$ cat src/rtl/operand_display_mux_if.sv
// Switch/anode inputs and decoder-facing outputs of operand_display_mux.
// The slave modport is the mux side; the master modport drives sw and anode.
interface operand_display_mux_if;
  logic [7:0] sw;
  logic [3:0] anode;
  logic [3:0] digit;
  logic       blank;
  logic       dp;
  logic       carry;
  logic       borrow;
  logic       result_valid;

  modport master (
    output sw,
    output anode,
    input  digit,
    input  blank,
    input  dp,
    input  carry,
    input  borrow,
    input  result_valid
  );

  modport slave (
    input  sw,
    input  anode,
    output digit,
    output blank,
    output dp,
    output carry,
    output borrow,
    output result_valid
  );
endinterface

$ cat src/rtl/operand_display_mux.sv
// Debounces the operand switches, latches A/B, computes sum/diff and muxes one digit per anode.
// Optional OVERFLOW_DP_EN: drive dp low on the sum digit when carry is set and on the diff digit when borrow is set.
module operand_display_mux #(
  parameter int unsigned STABLE_CYCLES = 16
) (
  input logic                  clock,
  input logic                  reset,
  operand_display_mux_if.slave bus
);

  typedef enum logic [1:0] {StSettle, StCapture, StCompute} state_e;

  localparam logic [7:0] CntMax  = 8'(STABLE_CYCLES);
  localparam logic [7:0] CntLast = 8'(STABLE_CYCLES - 1);

  state_e     state_q, state_d;
  logic [7:0] count_q, count_d;
  logic [7:0] sw_q, sw_d;
  logic [3:0] a_q, a_d;
  logic [3:0] b_q, b_d;
  logic [3:0] sum_q, sum_d;
  logic [3:0] diff_q, diff_d;
  logic       carry_q, carry_d;
  logic       borrow_q, borrow_d;
  logic       valid_q, valid_d;
  logic [3:0] digit_q, digit_d;
  logic       blank_q, blank_d;

  always_comb begin
    state_d  = state_q;
    count_d  = count_q;
    sw_d     = bus.sw;
    a_d      = a_q;
    b_d      = b_q;
    sum_d    = sum_q;
    diff_d   = diff_q;
    carry_d  = carry_q;
    borrow_d = borrow_q;
    valid_d  = 1'b0;

    unique case (state_q)
      StSettle: begin
        if (bus.sw != sw_q) begin
          count_d = 8'd0;
        end else begin
          if (count_q < CntMax) count_d = count_q + 8'd1;
          if (count_q == CntLast) state_d = StCapture;
        end
      end
      StCapture: begin
        // sw_q still holds the value that completed the stable run.
        a_d     = sw_q[3:0];
        b_d     = sw_q[7:4];
        state_d = StCompute;
      end
      StCompute: begin
        {carry_d, sum_d} = {1'b0, a_q} + {1'b0, b_q};
        diff_d           = a_q - b_q;
        borrow_d         = (a_q < b_q);
        valid_d          = 1'b1;
        count_d          = 8'd0;
        state_d          = StSettle;
      end
      default: state_d = StSettle;
    endcase
  end

  always_comb begin
    digit_d = 4'd0;
    blank_d = 1'b0;
    case (bus.anode)
      4'b0111: digit_d = a_q;
      4'b1011: digit_d = b_q;
      4'b1101: digit_d = sum_q;
      4'b1110: digit_d = diff_q;
      default: blank_d = 1'b1;
    endcase
  end

`ifdef OVERFLOW_DP_EN
  logic dp_q, dp_d;

  always_comb begin
    dp_d = 1'b1;
    if (bus.anode == 4'b1101 && carry_q)  dp_d = 1'b0;
    if (bus.anode == 4'b1110 && borrow_q) dp_d = 1'b0;
  end

  always_ff @(posedge clock) begin
    if (!reset) dp_q <= 1'b1;
    else        dp_q <= dp_d;
  end

  assign bus.dp = dp_q;
`else
  assign bus.dp = 1'b1;
`endif

  always_ff @(posedge clock) begin
    if (!reset) begin
      state_q  <= StSettle;
      count_q  <= 8'd0;
      sw_q     <= 8'd0;
      a_q      <= 4'd0;
      b_q      <= 4'd0;
      sum_q    <= 4'd0;
      diff_q   <= 4'd0;
      carry_q  <= 1'b0;
      borrow_q <= 1'b0;
      valid_q  <= 1'b0;
      digit_q  <= 4'd0;
      blank_q  <= 1'b1;
    end else begin
      state_q  <= state_d;
      count_q  <= count_d;
      sw_q     <= sw_d;
      a_q      <= a_d;
      b_q      <= b_d;
      sum_q    <= sum_d;
      diff_q   <= diff_d;
      carry_q  <= carry_d;
      borrow_q <= borrow_d;
      valid_q  <= valid_d;
      digit_q  <= digit_d;
      blank_q  <= blank_d;
    end
  end

  assign bus.digit        = digit_q;
  assign bus.blank        = blank_q;
  assign bus.carry        = carry_q;
  assign bus.borrow       = borrow_q;
  assign bus.result_valid = valid_q;

endmodule
$ cat src/flat_wrapper.sv
// flat-port wrapper written by rule: the top's interface ports become plain ports
module operand_display_mux_flat 
#(
  parameter int unsigned STABLE_CYCLES = 16
)
  (clock, reset, bus_sw, bus_anode, bus_digit, bus_blank, bus_dp, bus_carry, bus_borrow, bus_result_valid);
  operand_display_mux_if bus_i ();
  input logic clock;
  input logic reset;
  input wire logic [$bits(bus_i.sw)-1:0] bus_sw;
  input wire logic [$bits(bus_i.anode)-1:0] bus_anode;
  output wire logic [$bits(bus_i.digit)-1:0] bus_digit;
  output wire logic [$bits(bus_i.blank)-1:0] bus_blank;
  output wire logic [$bits(bus_i.dp)-1:0] bus_dp;
  output wire logic [$bits(bus_i.carry)-1:0] bus_carry;
  output wire logic [$bits(bus_i.borrow)-1:0] bus_borrow;
  output wire logic [$bits(bus_i.result_valid)-1:0] bus_result_valid;
  assign bus_i.sw = bus_sw;
  assign bus_i.anode = bus_anode;
  assign bus_digit = bus_i.digit;
  assign bus_blank = bus_i.blank;
  assign bus_dp = bus_i.dp;
  assign bus_carry = bus_i.carry;
  assign bus_borrow = bus_i.borrow;
  assign bus_result_valid = bus_i.result_valid;
  operand_display_mux #(.STABLE_CYCLES(STABLE_CYCLES)) u_core (.clock(clock), .reset(reset), .bus(bus_i));
endmodule
$ cat config.mk
export PLATFORM = sky130hd
export DESIGN_NAME = operand_display_mux_flat
export DESIGN_NICKNAME = d
export VERILOG_FILES = /design/src/rtl/operand_display_mux_if.sv /design/src/rtl/operand_display_mux.sv /design/src/flat_wrapper.sv
export SDC_FILE = /design/constraint.sdc
export NUM_CORES = 1
export LEC_CHECK = 0
export BUFFER_PORTS_ARGS = -buffer_cell sky130_fd_sc_hd__buf_2
export CELL_PAD_IN_SITES_DETAIL_PLACEMENT = 0
export CELL_PAD_IN_SITES_GLOBAL_PLACEMENT = 2
export CORE_ASPECT_RATIO = 1.5
export CORE_MARGIN = 2
export CORE_UTILIZATION = 35
export DETAILED_ROUTE_END_ITERATION = 8
export GPL_TIMING_DRIVEN = 0
export HOLD_SLACK_MARGIN = 0.15
export PLACE_DENSITY = 0.78
export SYNTH_ARGS = -nofsm -noshare
export SYNTH_HDL_FRONTEND = slang
export SYNTH_SLANG_ARGS = --single-unit
$ cat constraint.sdc
create_clock -name clock -period 2 [get_ports clock]
set_input_delay 0.2 -clock clock [delete_from_list [all_inputs] [get_ports clock]]
set_output_delay 0.2 -clock clock [all_outputs]
set_load 0.1 [all_outputs]
==> summary.md <==
| Metric | Value |
|---|---|
| Starting Density | `between 30% and 40%` |
| Worst Setup SP | `u_core.b_q[1]` |
| Slew Viols, Final | `0` |
| DR WL/cell | `13.0 um` |
| CTS tree | `yes` |
| # diodes | `0` |
| Drt first pass iters | `4` |
| Syn Std Cell Area | `1970 um^2` |
| H-tree levels | `2` |
| Pleak | `roughly 0.00088 uW` |
| Register Area | `about 820 um^2` |
| TritonCTS sink count | `a little over 40` |
| IO Pins | `23` |
| Fillers | `600` |
| Finished layout cell area | `between 2000 and 2500 um^2` |
| Clk pin slew, worst setup/hold paths | `80 ps` |
| Pin count of the biggest net entering global routing | `12` |
| Gate Count Post-Synth | `~220` |
| Seq/Total Area, Yosys | `approximately 42%` |
| # DRC | `0` |
| DRT Wirelength | `approximately 4200 um` |
| Die H | `~96 um` |
| Register bit total from synthesis | `41` |
| Pwr dens | `646 nW/um^2` |
| Synthesized area per cell | `around 8.9 um^2` |
| Core Area | `roughly 5500 um^2` |
| Synth Flop Type | `dfxtp_1` |
| Critical Path Sink | `u_core.sum_q[3]` |
| Dpl cell area | `around 2200 um^2` |
| Grt ovf | `0` |
| Worst Reg-to-Reg Cells | `7` |
| Yosys warning count | `0` |
| Final setup fails | `0` |
| Top cells by area, synth | `dfxtp_1, ha_1, nand2_1` |
| Post-CTS Setup Bufs | `0` |
| Syn-to-layout area delta | `17.9%` |
| Core Rows | `33` |
| Max Fclk | `575 MHz` |
| Ys async rst share | `0%` |
| Initial antenna violation count | `0` |
| Nets | `282` |
| Largest area contributor in the netlist | `dfxtp_1` |
| Share of cells above drive strength 1 | `between 10% and 20%` |
| R2R Setup Slk | `roughly 260 ps` |
| Setup TNS | `0 ps` |
| Number of distinct library cells after synthesis | `44` |
| R2R Path End | `u_core.sum_q[3]` |
| RSZ-0062 raised after global routing | `false` |
| CP Capture Type | `flop` |
| Vias in the first global route | `between 1500 and 2000` |
| Setup CP Type | `reg -> reg` |
| CTS buffer count | `5` |
| CP required | `2190 ps` |
| First-pass GRT wire length | `7110 um` |
| Syn Nets | `247` |
| Hold Crit Start | `bus_anode[2]` |
| Post-synth top area share | `between 40% and 50%` |
| Post-DRT Antenna Nets | `0` |
| Largest fanout on the critical path | `4` |
| Post-DP HPWL | `3270 um` |
| Status | `finished clean` |
| Total GRT Usage | `~15%` |
| Final hold violations | `0` |
| Tcrit/Tclk final | `roughly 87%` |
| Vias/cell | `between 4 and 5` |
| Worst vdd ir | `between 0.0004 and 0.0005 V` |
| I/O Buffers | `20` |
| EDFF count, synth | `0` |
| Setup crit start kind | `flop` |
| Via count | `1558` |
| Clock Skew | `6.72 ps` |
| FF-to-FF Start | `u_core.b_q[1]` |
| Gp weighted congestion | `approximately 0.7` |
| Hold/Removal Path Class | `in -> reg` |
| Die width | `between 60 and 70 um` |
| Worst path arrival time | `between 1500 and 2000 ps` |
| Die area | `approximately 6300 um^2` |
| CTS max path bufs | `2` |
| Initial drt markers | `33` |
| CTS root buf | `clkbuf_8` |
| Max-cap viol count | `0` |
| Later-pin clock latency in the skew report | `slightly below 300 ps` |
| Area occupied by multi-input gates | `about 1100 um^2` |
| Tmin final | `between 1500 and 2000 ps` |
==> cell families (layout without fill, tap and decap cells) <==
kind of cell / count (synthesis) / after routing / synth area share [%]
mux: 3 / 3 / 1.52
other cells: 1 / 1 / 0.190
flops: 41 / 41 / 41.6
compound gates: 40 / 40 / 14.0
fa+ha+maj: 11 / 11 / 7.74
simple gates: 93 / 93 / 25.2
xor+xnor: 11 / 11 / 5.26
buf+inv: 22 / 57 / 4.57
==> how the worst min path moves through the flow <==
| stage | to | slack (ps) | cells after the start |
|---|---|---|---|
| 2_1_floorplan | u_core.bus.blank | 310 | 1 |
| 3_3_place_gp | u_core.sw_q[5] | 430 | 2 |
| 3_5_place_dp | u_core.sw_q[7] | 440 | 2 |
| 4_1_cts | u_core.sw_q[1] | 150 | 2 |
| 5_1_grt | u_core.bus.digit[1] | 250 | 3 |
| 6_report | u_core.bus.digit[1] | 230 | 3 |
==> placed cells by master, fill, tap and decap left out, drive strengths merged <==
cell type	count
dfxtp	41
nand2	29
buf	25
nor2	23
a21oi	17
inv	15
nand3	13
xnor2	10
and2	9
ha	9
clkbuf	9
dlygate4sd3	8
nor2b	6
o21ai	6
a211oi	5
nand3b	3
mux2i	3
a22oi	3
o221ai	3
nor4	2
nor3	2
fa	2
nand4	1
nand4b	1
o21a	1
or3	1
a311oi	1
or2	1
o311a	1
a21o	1
nor3b	1
o31ai	1
a22o	1
xor2	1
nand2b	1
conb	1
==> layout make-up <==
cell class | count | area share [%]
Buffer | 7 | 1.45
Clock buffer | 7 | 3.71
Inverter | 15 | 2.42
Multi-Input combinational cell | 159 | 45.6
Sequential cell | 41 | 35.3
Tap cell | 70 | 3.76
Timing Repair Buffer | 28 | 7.74
==> metrics by stage <==
step	instances	utilization (%)	power [uW]	hold WS [ps]	setup WS [ps]
floorplan	222	-	927	309	438
global placement	312	39.6	963	428	281
detailed placement	312	39.6	963	435	249
CTS	326	42.5	1520	150	236
global route	327	42.7	1570	249	101
finish	327	42.7	1500	227	262
==> routing by layer <==
metal	wire length, um	share of wire [%]	GRT usage (%)	vias up
li1	-	-	-	816
met1	1690	40	14.8	712
met2	2360	56	30.7	24
met3	119	2.8	2.92	6
met4	68	1.6	5.21	0
met5	0	0	0	-
==> report_power, final <==
part	total (uW)	switching [uW]	internal, uW
clock	547	273	274
combinational	123	73.1	50.0
sequential	832	6.33	826
==> Yosys cell counts, drive strengths merged, types with 2 or more instances <==
cell / n
nor2b: 6
fa: 2
nor4: 2
nand3: 13
nor2: 23
a22oi: 3
nor3: 2
ha: 9
xnor2: 10
nand2: 29
a211oi: 5
buf: 5
mux2i: 3
and2: 9
dfxtp: 41
o221ai: 3
clkbuf: 2
inv: 15
nand3b: 3
a21oi: 17
o21ai: 6
==> state kept, by name, indices dropped and copies added (netlist names) <==
register	flops
u_core.bus.carry	1
u_core.bus.digit	4
u_core.sw_q	8
u_core.diff_q	3
u_core.state_q	2
u_core.count_q	8
u_core.a_q	4
u_core.b_q	4
u_core.bus.result_valid	1
u_core.bus.blank	1
u_core.sum_q	4
u_core.bus.borrow	1
==> worst max-delay path, stage by stage, from the launching register on <==
cell and delay, ps:
dfxtp_1 360, inv_1 130, ha_1 310, inv_1 40, a21oi_1 160, nor2_1 80
or3_1 300, a311oi_1 280
==> timing repair <==
item,CTS,global route
hold buffers,7,1
gates resized for setup,0,0
endpoints found under the setup margin,0,0
hold endpoints to repair,7,1
(Power assumes the default switching activity.)
